$ cat src/rtl/load_store_unit.sv
// Load/store sequencer: aligns lanes, splits word-straddling accesses into two transfers, extends load data.
// Zero-wait latency is 2 cycles aligned and 3 cycles split; stall_o holds the pipeline while memory withholds ack.
module load_store_unit #(
  parameter int TIMEOUT_CYCLES = 16
) (
  input  logic        clk_i,
  input  logic        rst_n_i,
  input  logic        req_valid_i,
  input  logic        req_wr_en_i,
  input  logic [31:0] req_addr_i,
  input  logic [31:0] req_wdata_i,
  input  logic [3:0]  req_byte_en_i,
  input  logic        req_signed_i,
  output logic        stall_o,
  output logic        resp_valid_o,
  output logic [31:0] resp_rdata_o,
  output logic        err_o,
  output logic        mem_req_o,
  output logic        mem_we_o,
  output logic [31:0] mem_addr_o,
  output logic [31:0] mem_wdata_o,
  output logic [3:0]  mem_be_o,
  input  logic        mem_ack_i,
  input  logic [31:0] mem_rdata_i
);

  localparam int CW = (TIMEOUT_CYCLES < 1) ? 1 : $clog2(TIMEOUT_CYCLES + 1);
  localparam logic [CW-1:0] TMO = CW'(TIMEOUT_CYCLES);

  typedef enum logic [1:0] {
    S_IDLE,
    S_ACC0,
    S_ACC1,
    S_RESP
  } state_e;

  state_e        state_q, state_d;
  logic [1:0]    off_q, off_d;
  logic [3:0]    be_q, be_d;
  logic [7:0]    be8_q, be8_d;
  logic [63:0]   wd64_q, wd64_d;
  logic          wr_q, wr_d;
  logic          sgn_q, sgn_d;
  logic [31:0]   lo_q, lo_d;
  logic [CW-1:0] cnt_q, cnt_d;

  logic          mem_req_q, mem_req_d;
  logic          mem_we_q, mem_we_d;
  logic [31:0]   mem_addr_q, mem_addr_d;
  logic [31:0]   mem_wdata_q, mem_wdata_d;
  logic [3:0]    mem_be_q, mem_be_d;
  logic          resp_valid_q, resp_valid_d;
  logic [31:0]   resp_rdata_q, resp_rdata_d;
  logic          err_q, err_d;

  logic          legal;
  logic          timed_out;
  logic [7:0]    be8_n;
  logic [63:0]   wd64_n;

  // Shift the right-aligned word into place, keep the accessed width, then extend.
  function automatic logic [31:0] load_result(input logic [63:0] dw, input logic [1:0] off,
                                              input logic [3:0] be, input logic sgn);
    logic [31:0] r;
    r = 32'(dw >> {off, 3'b000});
    if (be == 4'b0001) begin
      r = {{24{sgn & r[7]}}, r[7:0]};
    end else if (be == 4'b0011) begin
      r = {{16{sgn & r[15]}}, r[15:0]};
    end
    return r;
  endfunction

  assign legal     = (req_byte_en_i == 4'b0001) || (req_byte_en_i == 4'b0011) ||
                     (req_byte_en_i == 4'b1111);
  assign timed_out = (TIMEOUT_CYCLES != 0) && (cnt_q == TMO);
  assign be8_n     = {4'b0000, req_byte_en_i} << req_addr_i[1:0];
  assign wd64_n    = {32'h0, req_wdata_i} << {req_addr_i[1:0], 3'b000};

  assign stall_o = (state_q == S_ACC0) || (state_q == S_ACC1) ||
                   ((state_q == S_IDLE) && req_valid_i && legal);

  always_comb begin
    state_d      = state_q;
    off_d        = off_q;
    be_d         = be_q;
    be8_d        = be8_q;
    wd64_d       = wd64_q;
    wr_d         = wr_q;
    sgn_d        = sgn_q;
    lo_d         = lo_q;
    cnt_d        = cnt_q;
    mem_req_d    = mem_req_q;
    mem_we_d     = mem_we_q;
    mem_addr_d   = mem_addr_q;
    mem_wdata_d  = mem_wdata_q;
    mem_be_d     = mem_be_q;
    resp_valid_d = 1'b0;
    resp_rdata_d = '0;
    err_d        = 1'b0;

    case (state_q)
      S_IDLE: begin
        if (req_valid_i && legal) begin
          off_d       = req_addr_i[1:0];
          be_d        = req_byte_en_i;
          be8_d       = be8_n;
          wd64_d      = wd64_n;
          wr_d        = req_wr_en_i;
          sgn_d       = req_signed_i;
          cnt_d       = '0;
          mem_req_d   = 1'b1;
          mem_we_d    = req_wr_en_i;
          mem_addr_d  = {req_addr_i[31:2], 2'b00};
          mem_be_d    = be8_n[3:0];
          mem_wdata_d = wd64_n[31:0];
          state_d     = S_ACC0;
        end
      end

      S_ACC0: begin
        if (mem_ack_i) begin
          lo_d  = mem_rdata_i;
          cnt_d = '0;
          if (|be8_q[7:4]) begin
            // Request stays up; only the address/lanes/data advance to the next word.
            mem_addr_d  = mem_addr_q + 32'd4;
            mem_be_d    = be8_q[7:4];
            mem_wdata_d = wd64_q[63:32];
            state_d     = S_ACC1;
          end else begin
            mem_req_d    = 1'b0;
            mem_we_d     = 1'b0;
            mem_addr_d   = '0;
            mem_be_d     = '0;
            mem_wdata_d  = '0;
            resp_valid_d = 1'b1;
            resp_rdata_d = wr_q ? 32'h0 : load_result({32'h0, mem_rdata_i}, off_q, be_q, sgn_q);
            state_d      = S_RESP;
          end
        end else if (timed_out) begin
          mem_req_d    = 1'b0;
          mem_we_d     = 1'b0;
          mem_addr_d   = '0;
          mem_be_d     = '0;
          mem_wdata_d  = '0;
          resp_valid_d = 1'b1;
          err_d        = 1'b1;
          state_d      = S_RESP;
        end else if (TIMEOUT_CYCLES != 0) begin
          cnt_d = cnt_q + CW'(1);
        end
      end

      S_ACC1: begin
        if (mem_ack_i || timed_out) begin
          mem_req_d    = 1'b0;
          mem_we_d     = 1'b0;
          mem_addr_d   = '0;
          mem_be_d     = '0;
          mem_wdata_d  = '0;
          resp_valid_d = 1'b1;
          state_d      = S_RESP;
          if (mem_ack_i) begin
            resp_rdata_d = wr_q ? 32'h0 : load_result({mem_rdata_i, lo_q}, off_q, be_q, sgn_q);
          end else begin
            err_d = 1'b1;
          end
        end else if (TIMEOUT_CYCLES != 0) begin
          cnt_d = cnt_q + CW'(1);
        end
      end

      S_RESP: begin
        state_d = S_IDLE;
      end

      default: begin
        state_d = S_IDLE;
      end
    endcase
  end

  always_ff @(posedge clk_i) begin
    if (!rst_n_i) begin
      state_q      <= S_IDLE;
      off_q        <= '0;
      be_q         <= '0;
      be8_q        <= '0;
      wd64_q       <= '0;
      wr_q         <= 1'b0;
      sgn_q        <= 1'b0;
      lo_q         <= '0;
      cnt_q        <= '0;
      mem_req_q    <= 1'b0;
      mem_we_q     <= 1'b0;
      mem_addr_q   <= '0;
      mem_wdata_q  <= '0;
      mem_be_q     <= '0;
      resp_valid_q <= 1'b0;
      resp_rdata_q <= '0;
      err_q        <= 1'b0;
    end else begin
      state_q      <= state_d;
      off_q        <= off_d;
      be_q         <= be_d;
      be8_q        <= be8_d;
      wd64_q       <= wd64_d;
      wr_q         <= wr_d;
      sgn_q        <= sgn_d;
      lo_q         <= lo_d;
      cnt_q        <= cnt_d;
      mem_req_q    <= mem_req_d;
      mem_we_q     <= mem_we_d;
      mem_addr_q   <= mem_addr_d;
      mem_wdata_q  <= mem_wdata_d;
      mem_be_q     <= mem_be_d;
      resp_valid_q <= resp_valid_d;
      resp_rdata_q <= resp_rdata_d;
      err_q        <= err_d;
    end
  end

  assign mem_req_o    = mem_req_q;
  assign mem_we_o     = mem_we_q;
  assign mem_addr_o   = mem_addr_q;
  assign mem_wdata_o  = mem_wdata_q;
  assign mem_be_o     = mem_be_q;
  assign resp_valid_o = resp_valid_q;
  assign resp_rdata_o = resp_rdata_q;
  assign err_o        = err_q;

endmodule

$ cat config.mk
export PLATFORM = sky130hd
export DESIGN_NAME = load_store_unit
export DESIGN_NICKNAME = d
export VERILOG_FILES = /design/src/rtl/load_store_unit.sv
export SDC_FILE = /design/constraint.sdc
export NUM_CORES = 1
export LEC_CHECK = 0
export CORE_ASPECT_RATIO = 0.8
export CORE_MARGIN = 1.5
export CORE_UTILIZATION = 30
export CTS_CLUSTER_DIAMETER = 50
export DETAILED_ROUTE_END_ITERATION = 12
export PLACE_DENSITY = 0.62
export SYNTH_ARGS = -nofsm -noshare
export SYNTH_HDL_FRONTEND = slang
export SYNTH_SLANG_ARGS = --single-unit
$ cat constraint.sdc
create_clock -name clk_i -period 3.9 [get_ports clk_i]
set_clock_uncertainty 0.1 [all_clocks]
set_input_delay 0.78 -clock clk_i [delete_from_list [all_inputs] [get_ports clk_i]]
set_output_delay 0.78 -clock clk_i [all_outputs]
set_load 0.01 [all_outputs]
==> results of run 1 <==
path summary, 6_finish.rpt:
| kind | from | slack, ps | cells after the start | end |
|---|---|---|---|---|
| min | lo_q[3] | 350 | 2 | lo_q[3] |
| max reg2reg | state_q[1] | 900 | 9 | cnt_q[3] |
| max | req_byte_en_i[3] | 560 | 5 | stall_o |
| min reg2reg | lo_q[3] | 350 | 2 | lo_q[3] |
routing by layer:
metal / part of all wire / vias to the layer above
li1: - / 4743
met2: 0.44 / 433
met5: 0.00038 / -
met3: 0.081 / 45
met1: 0.46 / 4710
met4: 0.021 / 2
cell usage in the layout, fill, tap and decap left out, types with 4 or more instances in the layout:
| cell type | netlist | final |
|---|---|---|
| mux4_2 | 8 | 8 |
| nor2b_1 | 18 | 18 |
| and4_1 | 7 | 7 |
| mux2_2 | 43 | 43 |
| nand2b_1 | 8 | 8 |
| a221oi_1 | 36 | 36 |
| clkinv_2 | 0 | 4 |
| o21a_1 | 4 | 4 |
| a32oi_1 | 6 | 6 |
| and2_1 | 11 | 11 |
| o211ai_1 | 17 | 17 |
| a31oi_1 | 10 | 10 |
| mux2i_1 | 55 | 55 |
| a22oi_1 | 16 | 16 |
| o21ai_0 | 63 | 63 |
| a211oi_1 | 25 | 24 |
| a32o_1 | 4 | 4 |
| ha_1 | 8 | 8 |
| o2111ai_1 | 9 | 8 |
| dfxtp_1 | 176 | 174 |
| buf_4 | 3 | 38 |
| nor4_1 | 8 | 8 |
| nand4_1 | 12 | 12 |
| a2bb2oi_1 | 4 | 4 |
| nand2_1 | 173 | 173 |
| inv_1 | 19 | 19 |
| and3_1 | 23 | 23 |
| nor3_1 | 37 | 37 |
| clkbuf_16 | 0 | 17 |
| nand3_1 | 26 | 26 |
| a21oi_1 | 108 | 108 |
| o22ai_1 | 14 | 14 |
| o221ai_1 | 4 | 4 |
| nor2_1 | 105 | 105 |
| clkdlybuf4s50_1 | 0 | 208 |
worst min-delay path: stages (launching register included):
cell	delay (ps)
dfxtp_1	310
nand2_1	50
a21oi_1	50
layout make-up:
type | instances | area, um^2
Fill cell | 3267 | 18900
Multi-Input combinational cell | 908 | 5680
Sequential cell | 176 | 3530
Timing Repair Buffer | 247 | 2390
Tap cell | 420 | 526
Clock buffer | 19 | 453
Clock inverter | 13 | 125
Inverter | 20 | 76.3
Antenna cell | 2 | 5.00
logic make-up (layout without fill, tap and decap cells):
| logic type | count (synthesis) | in the layout | synth area share |
|---|---|---|---|
| AND/OR/NAND/NOR | 446 | 446 | 0.213 |
| AO/OA/AOI/OAI | 345 | 345 | 0.232 |
| flip-flops | 176 | 176 | 0.362 |
| buffers and inverters | 129 | 299 | 0.0561 |
| multiplexers | 106 | 106 | 0.125 |
| adder cells (fa/ha/maj) | 8 | 8 | 0.0103 |
| other | 1 | 4 | 0.000385 |
| XOR/XNOR | 1 | 1 | 0.000900 |
synthesized netlist by cell type, drive strengths merged, types with 9 or more instances:
master,n,share of area
dfxtp,176,0.36
nand2,173,0.067
a21oi,108,0.056
nor2,105,0.041
clkbuf,66,0.025
o21ai,63,0.032
mux2i,55,0.057
buf,43,0.023
mux2,43,0.050
nor3,38,0.020
a221oi,36,0.032
nand3,27,0.014
a211oi,26,0.021
and3,24,0.016
inv,20,0.0077
nor2b,18,0.012
o211ai,18,0.015
a22oi,16,0.012
o22ai,14,0.0090
nand4,12,0.0077
and2,11,0.0071
a31oi,10,0.0064
o2111ai,9,0.0081
registers in the layout, summed over array words and instances, names as in the netlist, 2 cells and up:
name / flops
mem_addr_o: 30
resp_rdata_o: 32
be_q: 4
be8_q: 3
cnt_q: 5
mem_be_o: 4
off_q: 2
lo_q: 32
wd64_q: 24
mem_wdata_o: 32
state_q: 2
power by group:
| group | switching, mW | internal (mW) | total, mW |
|---|---|---|---|
| clock | 0.801 | 0.927 | 1.73 |
| sequential | 0.329 | 2.15 | 2.48 |
| combinational | 1.58 | 1.27 | 2.85 |
| total | 2.71 | 4.34 | 7.05 |
stage by stage:
stage	hold slack, ps	setup WS, ps	cells	cell area (um^2)	power, mW
floorplan	331	1140	1213	9730	4.00
global placement	339	609	1771	12200	5.31
detailed placement	345	573	1771	12200	5.35
CTS	354	576	1803	12800	7.09
global route	375	534	1804	12800	7.46
finish	354	558	1805	12800	7.05
==> metrics.yaml, run 1 <==
htreeDepth: 4
use_met1: 0.291
crit_family: "buffers and inverters"
required_ps: 3020
drtPass1Iterations: 5
cts_buffers: 17
crit_fanout: 6
route.detailed.drc: 0
worst_path_most_repeated_cell: "clkdlybuf4s50_1"
async_flop_share: 0
area_growth_pct: 31.4
max-vdd-ir-drop_uv: 292
clkLatencyLatePin_ps: 440
period_needed_ps: 3340
top_usage_layer: "met2"
critPathLaunchType: "input pin"
grt_max_degree: 87
ant_nets: 0
end_kind: "output port"
io_buffers: 208
start_util: 0.307
die_height_um: 164
drive_gt1_frac: 0.0969
cap_violations: 0
cts_hold_buf: 0
synth_edf_count: 0
powerDensity_mw_per_mm2: 552
place_congestion: 0.885
slew_headroom: 0.351
final_util: 0.404
netlist_instances: 1212
grt_pass1_vias: 9233
avgRoutedWirePerCell_um: 19.1
dieArea_mm2: 0.0335
finalMaxSlewViolations: 0
clock.fmax_ghz: 0.299
dp_hpwl_mm: 24.4
status: "finished, final reports clean"
path_cells: "clkdlybuf4s50_1, and3_2, o2111ai_2, nand2_1, clkdlybuf4s50_1"
tns_ps: 0
first_iter_violations: 1016
gr-total-overflow: 0
post_cts_buffers: 0
synth_cell_types: 67
syn_area_per_cell_um2: 8.03
num-nets-final: 1484
synth-main-ff-cell: "dfxtp_1"
die_w_um: 204
cp_slowest_cell: "clkdlybuf4s50_1"
num_vias: 9933
drt-total-wl_mm: 34.4
syn_area_mm2: 0.00973
hold_path.class: "flip-flop to flip-flop"
critPathKind: "input pin to output port"
cts_root_buf: "clkbuf_16"
cp_num_buf_inv: 2
io_pins: 211
cts_resized: 0
grtUsageTotal: 0.204
tightest_slew_ps: 973
synth-seq-area-share: 0.362
antenna_found_initial: 2
worstPathArrival_ps: 2460
core_area_mm2: 0.0316
grt_pass1_wl_mm: 53.5
cellLeakagePower_nw: 4.41
clk_path_buf_depth: 2
avgViaCountPerCell: 5.50
hold_violations: 0
met2_usage: 0.298
met3_usage: 0.0472
rsz0062_at_grt: "false"
cts_tree: "yes"
slowest_delay_ps: 590
clk_pin_slew_ps: 70
finalSetupViolCount: 0
rows: 58
yosys_warnings: 0
clock-sinks: 176
ys_ff_latch: 176
min_period_over_period: 0.857
(Power assumes the default switching activity.)
==> inputs of run 2 (changes only) <==
--- a/config.mk
+++ b/config.mk
@@ -6,11 +6,11 @@
 export NUM_CORES = 1
 export LEC_CHECK = 0
 export CORE_ASPECT_RATIO = 0.8
-export CORE_MARGIN = 1.5
+export CORE_MARGIN = 2
 export CORE_UTILIZATION = 30
 export CTS_CLUSTER_DIAMETER = 50
 export DETAILED_ROUTE_END_ITERATION = 12
-export PLACE_DENSITY = 0.62
+export PLACE_DENSITY_LB_ADDON = 0.12
 export SYNTH_ARGS = -nofsm -noshare
 export SYNTH_HDL_FRONTEND = slang
 export SYNTH_SLANG_ARGS = --single-unit
==> metrics.yaml, run 2 (synthesis gave the netlist of run 1 again) <==
path_cells: "clkdlybuf4s50_1, and3_2, o2111ai_2, nand2_1, clkdlybuf4s50_1"
drive_gt1_frac: 0.0942  # -0.00269
place_congestion: 0.873  # -1.3%
cts_root_buf: "clkbuf_16"
slew_headroom: 0.320  # -0.0309
period_needed_ps: 3260  # -81.7 ps
antenna_found_initial: 0  # -2
status: "finished, final reports clean"
diodes: 0  # -2
start_util: 0.307  # -0.000704
die_height_um: 165  # +0.61%
avgRoutedWirePerCell_um: 20.2  # +5.6%
final_common_cell: "clkdlybuf4s50_1"
gr-total-overflow: 0  # unchanged
rsz0062_at_grt: "false"
htreeDepth: 4  # unchanged
cts_buffers: 17  # unchanged
ant_nets: 0  # unchanged
area_growth_pct: 31.7
grt_max_degree: 75  # -14%
finalSetupViolCount: 0  # unchanged
powerDensity_mw_per_mm2: 562  # +1.8%
tightest_slew_ps: 1020  # +42.6 ps
cp_num_buf_inv: 2  # unchanged
crit_fanout: 6  # unchanged
grtUsageTotal: 0.212  # +0.00841
num-nets-final: 1481  # -0.20%
worst_path_most_repeated_cell: "clkdlybuf4s50_1"
drtPass1Iterations: 7  # +2
critPathLaunchType: "input pin"
num_vias: 9807  # -1.3%
worstPathArrival_ps: 2380  # -80 ps
hold_violations: 0  # unchanged
required_ps: 3020  # about the same
tns_ps: 0  # unchanged
finalMaxSlewViolations: 0  # unchanged
met1Wirelength_mm: 18.3  # +15%
cellLeakagePower_nw: 4.43  # +0.42%
clkLatencyLatePin_ps: 440  # about the same
instances_no_fill: 1800  # -0.28%
critPathKind: "input pin to output port"
clock-sinks: 176  # unchanged
regToRegSetupSlack_ps: 850  # -50 ps
drt-total-wl_mm: 36.3  # +5.3%
top_layer: "met4"
clk_path_buf_depth: 2  # unchanged
cp_slowest_cell: "clkdlybuf4s50_1"
end_kind: "output port"
max-vdd-ir-drop_uv: 323  # +10%
grt_pass1_vias: 9202  # -0.34%
route.detailed.drc: 0  # unchanged
cap_violations: 0  # unchanged
rows: 58  # unchanged
hold_path.class: "flip-flop to flip-flop"
core_area_mm2: 0.0317  # +0.23%
avgViaCountPerCell: 5.45  # -0.99%
slowest_delay_ps: 550  # -40 ps
post_cts_buffers: 0  # unchanged
dp_hpwl_mm: 25.8  # +5.5%
io_pins: 211  # unchanged
crit_family: "buffers and inverters"
cts_resized: 0  # unchanged
mostFrequentLayoutCells: "clkdlybuf4s50_1, dfxtp_1, nand2_1"
clock.fmax_ghz: 0.307  # +2.5%
min_period_over_period: 0.836  # -0.0209
dieArea_mm2: 0.0339  # +1.1%
route.met2.wl_mm: 15.1  # +0.69%
wl_met3_mm: 2.45  # -13%
dp_cells: 1768  # -0.17%
grt_pass1_wl_mm: 55.4  # +3.5%
first_iter_violations: 709  # -30%
cts_tree: "yes"
die_w_um: 205  # +0.49%
io_buffers: 208  # unchanged
clk_pin_slew_ps: 70  # about the same
cts_hold_buf: 0  # unchanged
==> run 2: cell count changes in the layout (fill, tap and decap cells not counted), sizes merged <==
cell      delta
bufinv       +2
clkinvlp     -3
inv          -1
clkbuf       +2
buf          -3
diode        -2
==> run 2: report_power, final <==
group / internal, mW / leakage [nW] / switching, mW
logic: 1.26 / 2.69 / 1.59
clock network: 1.05 / 0.302 / 0.799
registers: 2.15 / 1.43 / 0.349
total: 4.46 / 4.43 / 2.74
==> run 2: routing by layer <==
| layer | up-vias | track usage |
|---|---|---|
| met5 | - | 0 |
| met2 | 325 | 0.302 |
| met3 | 32 | 0.0422 |
| met4 | 0 | 0.0533 |
| li1 | 4743 | - |
| met1 | 4707 | 0.321 |
==> run 2: per-stage QoR <==
stage | power [mW] | area (um^2) | hold slack, ps | utilization | worst slack, ps
after floorplan | 4.00 | 9730 | 331 | - | 1140
after global placement | 5.37 | 12200 | 345 | 0.385 | 544
after detailed placement | 5.38 | 12200 | 348 | 0.385 | 605
after CTS | 7.26 | 12800 | 358 | 0.404 | 628
after global routing | 7.63 | 12800 | 373 | 0.404 | 561
final | 7.20 | 12800 | 356 | 0.404 | 639
==> run 2: final cells by class <==
| class | count | area [um^2] |
|---|---|---|
| Tap cell | 420 | 526 |
| Clock inverter | 11 | 153 |
| Inverter | 20 | 77.6 |
| Multi-Input combinational cell | 908 | 5680 |
| Clock buffer | 21 | 460 |
| Timing Repair Buffer | 244 | 2390 |
| Sequential cell | 176 | 3530 |
| Fill cell | 3254 | 18900 |
==> run 2: path summary, 6_finish.rpt <==
| check | start | endpoint | depth (start not counted) |
|---|---|---|---|
| max | req_byte_en_i[3] | stall_o | 5 |
| min | wd64_q[47] | wd64_q[47] | 2 |
| max reg2reg | state_q[1] | resp_rdata_o[10] | 7 |
| min reg2reg | wd64_q[47] | wd64_q[47] | 2 |
==> run 2: tightest hold or removal path, stage by stage (launching register included) <==
cell	delay (ps)
dfxtp_1	310
nand2_1	50
a21oi_1	50
==> RTL change, RTL diff (settings of run 2) <==
Make the reset (`rst_n_i`) asynchronous in one clocked block.
--- a/src/rtl/load_store_unit.sv
+++ b/src/rtl/load_store_unit.sv
@@ -183,3 +183,3 @@
 
-  always_ff @(posedge clk_i) begin
+  always_ff @(posedge clk_i or negedge rst_n_i) begin
     if (!rst_n_i) begin
Check against the original RTL: differs if rst_n_i is asserted again (counterexample within 4 cycles, from zero or initial values and one cycle with rst_n_i low); with rst_n_i held inactive, the same outputs for 4 cycles.
==> RTL change against run 2 <==
First-iteration DRC count shrank 25%; setup slack lost 52 ps; total power rose by 38%; combinational power increased by 76%; fmax fell by 1.6%; sequential power increased by 23%; via count fell by 8.5%; synthesized area is 3.1% higher; final area up 2.5%; sequential cell count is the same; wire length fell by 6.4%.
==> RTL change: results (changes against run 2) <==
[metrics] outcome: finished clean
[metrics] clock network latency to the later pin of the worst-skew pair: 450 ps
[metrics] maximum level of the CTS H-tree: 4 (unchanged)
[metrics] vias in the first global route: 8831 (-4.0%)
[metrics] Pre-Repair DR Iteration Count: 5 (-2)
[metrics] number of gates given a new drive strength after cts: 0 (unchanged)
[metrics] post-placement cell area: 12520 um2 (+2.6%)
[metrics] crit path max fanout: 6 (unchanged)
[metrics] fraction of the yosys area taken by sequential cells: 43.90% (+7.7 points)
[metrics] number of buffers added on ports: 208 (unchanged)
[metrics] global-route wire length before repair: 53.23 mm (-3.9%)
[metrics] DRC violation total after the first TritonRoute iteration: 532 (-25%)
[metrics] number of cells in the finished layout apart from fillers: 1708 (-5.1%)
[metrics] Hold Worst Slack: 214.3 ps (-141.4 ps)
[metrics] number of buffers created by CTS: 17 (unchanged)
[metrics] hpwl dp: 23.77 mm (-7.7%)
[metrics] routability congestion estimate from global placement: 0.7920 (-9.3%)
[metrics] Main synth FF type: dfrtp_1
[metrics] post-cts hold buffer count: 0 (unchanged)
[metrics] FFs w/ async S/R, synth: 100.0% (+100 points)
[metrics] YS warnings: 0 (unchanged)
[metrics] Total Routing Usage GR: 19.64% (-1.6 points)
[metrics] endpoint arrival time on the critical path: 2430 ps (+50 ps)
[metrics] number of vias after detailed routing: 8971 (-8.5%)
[metrics] layout cells sized above 1: 9.524% (+0.10 points)
[metrics] diode insertion count for antenna repair: 0 (unchanged)
[metrics] post-synthesis average cell area: 9.138 um2 (+14%)
[metrics] Synth top cells by count: 240 x nand2_1, 176 x dfrtp_1, 87 x o21ai_0, 62 x mux2i_1, 55 x nor2_1
[metrics] antenna violations before repair: 0 (unchanged)
[metrics] Worst Reg-to-Reg Cells: 7 (unchanged)
[metrics] VDD IR-drop max: 0.0003665 V (+14%)
[metrics] relative slew slack: 36.91% (+4.9 points)
[metrics] Yosys cell types: 74 (+10%)
[metrics] r2r setup slk: 1200 ps (+350 ps)
[metrics] register clock-pin slew on the reported worst setup and hold paths: 80 ps
[metrics] pin count of the biggest net entering global routing: 75 (unchanged)
[metrics] setup slack after layout: 587.7 ps (-51.77 ps)
[metrics] nets@finish: 1382 (-6.7%)
[metrics] worst-case setup slack after placement: 602.6 ps (-2.593 ps)
[metrics] worst min-delay path category: in -> async
[metrics] wire length after detailed routing: 33.97 mm (-6.4%)
[metrics] Pleak: 5.550 nW (+25%)
[metrics] number of buffers inserted by post-CTS setup repair: 0 (unchanged)
[metrics] number of buffers between clock root and the deepest sink: 2 (unchanged)
[metrics] leading cell types by total area after synthesis: dfrtp_1 44%, nand2_1 9.0%, mux2i_1 6.2%
[metrics] cell at the root of the clock tree: clkbuf_16
RTL change: per-layer routing:
| metal | wire [um] | share of wire (%) | up-vias | track usage, % |
|---|---|---|---|---|
| li1 | - | - | 4298 | - |
| met1 | 17380 | 51 | 4430 | 29.61 |
| met2 | 14750 | 43 | 223 | 28.46 |
| met3 | 1546 | 4.6 | 20 | 4.014 |
| met4 | 303 | 0.89 | 0 | 4.817 |
| met5 | 0 | 0 | - | 0 |
RTL change: final cells by class:
| class | count | area, um2 |
|---|---|---|
| timing repair buffer | 231 | 2303 |
| sequential | 176 | 4408 |
| fill | 3285 | 19560 |
| multi-input combinational | 822 | 5200 |
| inverter | 20 | 75.07 |
| tap | 427 | 534.3 |
| clock buffer | 17 | 425.4 |
| clock inverter | 15 | 192.7 |
RTL change: cell families after synthesis:
| kind of cell | synth area share (%) |
|---|---|
| simple gates | 19.88 |
| compound gates | 19.42 |
| flops | 43.90 |
| buf+inv | 4.427 |
| mux | 11.35 |
| fa+ha+maj | 0.9977 |
| other cells | 0.03738 |
RTL change: worst max-delay path: stages:
cell             delay, ps
clkdlybuf4s50_1        630
nand3_1                100
o21ai_0                 90
nand4_1                130
nand2_1                140
clkdlybuf4s50_1        550
RTL change: report_power, final:
group / internal (mW) / switching, mW
sequential: 2.48 / 0.584
clock: 0.980 / 0.861
combinational: 2.14 / 2.88
total: 5.60 / 4.32
RTL change: final timing paths:
kind	startpoint	to
min in group clk_i	cnt_q[4]	cnt_q[4]
worst max register to register	state_q[0]	mem_wdata_o[3]
worst max-delay path	req_byte_en_i[3]	stall_o
max in group asynchronous	rst_n_i	wd64_q[37]
worst min-delay path	rst_n_i	lo_q[8]
worst min register to register	cnt_q[4]	cnt_q[4]
